File: src/rtl/masked_op_reg.sv
`default_nettype none
// +----------------------------------------------------------------------------+
// | Module      : masked_op_reg                                                |
// | Description : WIDTH-bit datapath register with ACTIVE stored low bits and  |
// |               an op-coded update path (load, shift, rotate, inc/dec,      |
// |               clear) plus registered carry and zero flags. Upper          |
// |               WIDTH-ACTIVE bits always read as zero.                      |
// | Revision    : 1.0 - initial parametrised release                          |
// +----------------------------------------------------------------------------+
module masked_op_reg #(
  parameter int WIDTH  = 10,
  parameter int ACTIVE = 8
) (
  input  logic             clk,
  input  logic             reset,   // synchronous, active low
  input  logic             select,
  input  logic [2:0]       op,
  input  logic [WIDTH-1:0] data,
  input  logic             ser_in,
  output logic [WIDTH-1:0] Q,
  output logic             carry,
  output logic             zero
);

  localparam logic [2:0] OP_HOLD = 3'd0;
  localparam logic [2:0] OP_LOAD = 3'd1;
  localparam logic [2:0] OP_SHL  = 3'd2;
  localparam logic [2:0] OP_SHR  = 3'd3;
  localparam logic [2:0] OP_INC  = 3'd4;
  localparam logic [2:0] OP_DEC  = 3'd5;
  localparam logic [2:0] OP_CLR  = 3'd6;
  localparam logic [2:0] OP_ROL  = 3'd7;

  logic [ACTIVE-1:0] r_q, r_d;
  logic              carry_q, carry_d;
  logic              zero_q;

  // Candidate results for the shift/rotate ops; a 1-bit register has no
  // R[A-2:0] slice, so shifts degenerate to taking ser_in and ROL to a no-op.
  logic [ACTIVE-1:0] w_shl, w_shr, w_rol;
  logic [ACTIVE:0]   w_inc;
  logic [ACTIVE-1:0] w_dec;

  generate
    if (ACTIVE == 1) begin : g_one_bit
      assign w_shl = ser_in;
      assign w_shr = ser_in;
      assign w_rol = r_q;
    end else begin : g_multi_bit
      assign w_shl = {r_q[ACTIVE-2:0], ser_in};
      assign w_shr = {ser_in, r_q[ACTIVE-1:1]};
      assign w_rol = {r_q[ACTIVE-2:0], r_q[ACTIVE-1]};
    end
  endgenerate

  assign w_inc = {1'b0, r_q} + (ACTIVE+1)'(1);
  assign w_dec = r_q - ACTIVE'(1);

  // Next-state decode for the stored bits and carry flag.
  always_comb begin
    r_d     = r_q;
    carry_d = carry_q;
    if (select) begin
      case (op)
        OP_HOLD: begin
          r_d     = r_q;
          carry_d = carry_q;
        end
        OP_LOAD: begin
          r_d     = data[ACTIVE-1:0];
          carry_d = 1'b0;
        end
        OP_SHL: begin
          r_d     = w_shl;
          carry_d = r_q[ACTIVE-1];
        end
        OP_SHR: begin
          r_d     = w_shr;
          carry_d = r_q[0];
        end
        OP_INC: begin
          r_d     = w_inc[ACTIVE-1:0];
          carry_d = w_inc[ACTIVE];
        end
        OP_DEC: begin
          r_d     = w_dec;
          carry_d = (r_q == '0);
        end
        OP_CLR: begin
          r_d     = '0;
          carry_d = 1'b0;
        end
        OP_ROL: begin
          r_d     = w_rol;
          carry_d = r_q[ACTIVE-1];
        end
        default: begin
          r_d     = r_q;
          carry_d = carry_q;
        end
      endcase
    end
  end

  // State register; zero follows the next-state value so it always matches Q.
  always_ff @(posedge clk) begin
    if (!reset) begin
      r_q     <= '0;
      carry_q <= 1'b0;
      zero_q  <= 1'b1;
    end else begin
      r_q     <= r_d;
      carry_q <= carry_d;
      zero_q  <= (r_d == '0);
    end
  end

  generate
    if (ACTIVE == WIDTH) begin : g_no_pad
      assign Q = r_q;
    end else begin : g_pad
      assign Q = {{(WIDTH-ACTIVE){1'b0}}, r_q};
    end
  endgenerate

  assign carry = carry_q;
  assign zero  = zero_q;

  // Upper data bits are deliberately ignored on LOAD.
  logic unused_data;
  assign unused_data = ^data;

endmodule
`default_nettype wire
File: config.mk
export PLATFORM = sky130hd
export DESIGN_NAME = masked_op_reg
export DESIGN_NICKNAME = d
export VERILOG_FILES = /design/src/rtl/masked_op_reg.sv
export SDC_FILE = /design/constraint.sdc
export NUM_CORES = 1
export LEC_CHECK = 0
export ABC_AREA = 1
export CAP_MARGIN = 15
export CORE_AREA = 2 2 53 55
export DETAILED_ROUTE_END_ITERATION = 12
export DIE_AREA = 0 0 55 57
export GPL_TIMING_DRIVEN = 0
export PLACE_DENSITY = 0.84
export SYNTH_ARGS = -nofsm -noshare
export SYNTH_HDL_FRONTEND = slang
export SYNTH_SLANG_ARGS = --single-unit
File: constraint.sdc
create_clock -name clk -period 2.1 [get_ports clk]
set_clock_uncertainty 0.05 [all_clocks]
set_input_delay 0.42 -clock clk [delete_from_list [all_inputs] [get_ports clk]]
set_output_delay 0.42 -clock clk [all_outputs]
set_load 0.01 [all_outputs]
==> After elaboration in Yosys (flattened, before gate mapping) <==
Cells that the tools add are included.
{ "totals": {"ff_bits": 10, "output_inout_bits": 12, "elab_cells": 22} }
{ "classes": {"n_addsub": 2, "n_eq_ne": 7, "mux": 3, "bitwise": 1, "reduce_logical": 6} }
{ "op_table": {"columns": ["operator", "n"], "rows": [
  ["$pmux W8 S8", 1],
  ["$logic_not A8 Y1", 2],
  ["$eq A3 B3 Y1 const B", 4],
  ["$add A8 B1 Y9 const B", 1],
  ["$mux W8", 1],
  ["$sub A8 B1 Y8 const B", 1],
  ["$eq A3 B2 Y1 const B", 2],
  ["$pmux W1 S5", 1],
  ["$reduce_or A2 Y1", 2],
  ["$eq A3 B1 Y1 const B", 1],
  ["$logic_not A3 Y1", 1],
  ["$reduce_and A2 Y1", 1],
  ["$not A1 Y1", 1]
]} }

==> Logic depth before layout (Yosys ltp) <==
Gate-level depths: netlist of the first run.
{ "logic_depth": {"ltp_word": 4, "ltp_mapped": 13, "depth_no_buf": 13} }

==> Least setup slack after synthesis of the first run <==
Ideal clock, no wire load.
{ "synth_timing": {"path_type": "register to register", "from": "register r_q[0]", "to": "register zero_q (netlist: zero)", "t_arrival_ps": 1471, "t_required_ps": 1992, "slack_ps": 521, "path_stages_with_launch": 12, "period_less_slack_ps": 1579, "path_cell_list": "dfxtp_1 -> inv_1 -> ha_1 -> nand2_1 -> nor2_2 -> nor2_1 -> o21ai_1 -> o21ai_1 -> nand2_2 -> nor2_1 -> nand2_1 -> nand2_1"} }
{ "synth_between": {"elab_chain_len": 4, "elab_cells_between_ends": 5} }
{ "synth_rtl": {"columns": ["item", "line_no", "source"], "rows": [
  ["start: declaration", "34", "logic [ACTIVE-1:0] r_q, r_d;"],
  ["start signal: assignment", "112", "r_q <= r_d;"],
  ["$sub A8 B1 Y8 / $add A8 B1 Y9 (equally long branches)", "57, 56", null],
  ["$pmux W8 S8", "64", "case (op)"],
  ["$mux W8 *", "63", "if (select) begin"],
  ["$logic_not A8 Y1 *", "114", "zero_q <= (r_d == '0);"],
  ["end signal: assignment", "114", null],
  ["end: declaration", "36", "logic zero_q;"]
]} }
Every way passes the cells marked *; elsewhere a longest branch is shown, timed or not.
A chain may end at the register's enable or synchronous reset.

==> Worst setup path in the final report of the first run <==
{ "layout_timing": {"from": "register r_q[4]", "to": "output Q[4]"} }
{ "layout_lines": {"columns": ["item", "line_no", "source"], "rows": [
  ["end: declaration", "20", "output logic [WIDTH-1:0] Q,"]
]} }
No word-level cell between the ends.

==> flow_metrics.py, run 1 <==
metrics = {
    "run_status": {
        "outcome": "finished clean",
    },
    "power": {
        "powerDensity_nw_per_um2": 465,
        "cellLeakagePower_nw": 0.709,
        "vdd_drop_max_mv": 0.382,
    },
    "yosys": {
        "synthTopCellsByCount": "62 x nand2_1, 29 x nand3_1, 26 x nor2_1",
        "synth-seq-cells": 10,
        "ys_top_cells_by_area": "nand2_1 20%, dfxtp_1 17%, nand3_1 12%",
        "async_reset_ff_share_pct": 0,
        "synth_flop_cell": "dfxtp_1",
        "synth_top_area_share_pct": 19.7,
        "avgSynthCellArea_um2": 5.71,
        "synth_area_leader_cell": "nand2_1",
        "synth_cell_types": 23,
        "ys_warn_count": 0,
        "synth_edf_count": 0,
        "yosysMostFrequentCell": "nand2_1",
        "synthCells": 207,
        "syn_area_um2": 1180,
        "ys_seq_area_share_pct": 16.9,
    },
    "detailed_routing": {
        "dr.pass1.iters": 5,
        "vias_per_cell": 5.26,
        "routedWlPerCell_um": 11.5,
        "vias": 1398,
        "drc": 0,
        "finalWirelength_mm": 3.07,
        "ant_nets": 0,
        "drtIter0Drc": 57,
    },
    "critical_path": {
        "cpPeakStageDelay_ns": 0.61,
        "crit_family": "buffers and inverters",
        "start_kind": "flop",
        "critPathCaptureType": "output pin",
        "worst_ep_required_time_ns": 1.63,
        "crit_chain": "clkdlybuf4s50_1",
        "critPathSlowestCell": "clkdlybuf4s50_1",
        "critPathKind": "reg -> out",
        "critPathArrivalTime_ns": 1.42,
        "path_max_fanout": 6,
        "critPathBufInv": 1,
    },
    "die": {
        "core_um2": 2620,
        "die-area_um2": 3140,
        "num_rows": 19,
        "io_pins": 29,
        "start_util_pct": 45.2,
        "die_w_um": 55,
        "die-height_um": 57,
    },
    "clocking": {
        "clock-root-buffer": "clkbuf_4",
        "post_cts_buffers": 0,
        "cts.clk_slew.worst_paths_ns": 0.07,
        "cts_resized": 0,
        "cts.sinks": 10,
        "clock_latency_ns": 0.27,
        "ctsHoldBuffers": 0,
        "tritoncts": "yes",
        "cts_buffers": 3,
        "h-tree-depth": 1,
        "cts_buffer_depth": 2,
    },
    "global_routing": {
        "grt-ovfl-total": 0,
        "antenna_found_initial": 0,
        "grt_pass1_wl_mm": 5.18,
        "grt_max_degree": 11,
        "grt_use_total_pct": 21.9,
        "grt_pass1_vias": 1194,
    },
    "finish": {
        "final_util_pct": 57.0,
        "final_nets": 255,
        "antenna_cells": 0,
        "area_growth_pct": 26.1,
        "stdcell_count": 266,
        "drive_above_1_share_pct": 16.2,
        "fin_area_um2": 1490,
    },
    "hold_path": {
        "holdCritPathClass": "reg -> reg",
    },
    "placement": {
        "place_congestion": 0.936,
        "hpwl_mm": 2.34,
        "port_buffers": 23,
        "dpl-instance-area_um2": 1460,
        "dp_cells": 262,
    },
    "timing": {
        "hold_violations": 0,
        "period_minus_slack_ns": 1.89,
        "finalMaxSlewViolations": 0,
        "setup_viol": 0,
        "fmax_mhz": 528,
        "period_share_pct": 90.2,
        "final.setup.tns_ns": 0,
        "rsz0062_at_grt": "false",
        "hold_slack_ns": 0.431,
    },
    "job": {
        "drv_cap": 0,
    },
}
==> cell type report <==
type	count	area (µm²)
Timing Repair Buffer	23	230
Buffer	8	72.6
Inverter	23	86.3
Clock buffer	4	36.3
Multi-Input combinational cell	167	827
Fill cell	267	1120
Tap cell	31	38.8
Sequential cell	10	200
==> cells by family (layout without fill, tap and decap cells) <==
logic type               after synthesis  count (layout)  share of synthesized area (%)
other                                  1               2                          0.317
AO/OA/AOI/OAI                         17              17                           8.15
adder cells (fa/ha/maj)                2               2                           2.12
flip-flops                            10              10                           16.9
buffers and inverters                 31              58                           13.4
AND/OR/NAND/NOR                      146             146                           59.0
==> stage by stage <==
step           total power [mW]  setup WS [ns]
6_report                  0.693          0.207
5_1_grt                   0.743         0.0526
4_1_cts                   0.694          0.206
3_5_place_dp              0.512        0.00676
3_3_place_gp              0.511         0.0130
2_1_floorplan             0.416          0.521
==> registers in the layout (all words and copies together) (netlist names) <==
register  cells
carry         1
zero          1
r_q           8
==> layer usage <==
metal	wire (µm)	vias up	GRT usage (%)
li1	-	721	-
met1	1380	592	30.1
met2	1350	76	34.7
met3	255	9	2.62
met4	79	0	8.01
met5	0	-	0
==> final timing paths <==
kind,endpoint,slack [ns],depth (start not counted),from
worst max-delay path,Q[4],0.21,1,r_q[4]
worst min-delay path,carry,0.43,2,carry
worst max register to register,zero,0.27,11,r_q[0]
worst min register to register,carry,0.43,2,carry
==> cell usage in the layout (no fill, tap or decap) <==
master / netlist / final
nand4_1: 9 / 9
buf_2: 1 / 1
nand2_1: 62 / 62
or2_2: 1 / 1
o21ai_1: 4 / 4
buf_4: 3 / 3
a21oi_4: 1 / 1
nand3_2: 2 / 2
ha_1: 2 / 2
nand3_1: 29 / 29
a21oi_1: 4 / 4
dfxtp_1: 10 / 10
clkbuf_8: 0 / 1
nand2_2: 6 / 6
nor3_1: 1 / 1
nor2_4: 5 / 5
o21ai_0: 8 / 8
inv_2: 6 / 6
nor2_2: 3 / 3
conb_1: 1 / 2
inv_1: 17 / 17
nand2_4: 2 / 2
clkdlybuf4s50_1: 0 / 23
buf_6: 4 / 4
nor2_1: 26 / 26
clkbuf_4: 0 / 3
==> power breakdown <==
part | switching, mW | total, mW | internal, mW
Clock | 0.0756 | 0.181 | 0.106
Combinational | 0.163 | 0.285 | 0.122
Sequential | 0.0218 | 0.227 | 0.205
No activity file was read; power rests on OpenSTA's default activity.
==> inputs of run 2 (changes only) <==
Settings changed: CTS_CLUSTER_SIZE from default to 25.
==> results of run 2 <==
Same layout as run 1: the final DEF is identical, and so are final timing and power.
==> inputs of run 3 (changes only) <==
Settings changed: SLEW_MARGIN from default to 0.
==> results of run 3 <==
Same layout as run 1: the final DEF is identical, and so are final timing and power.
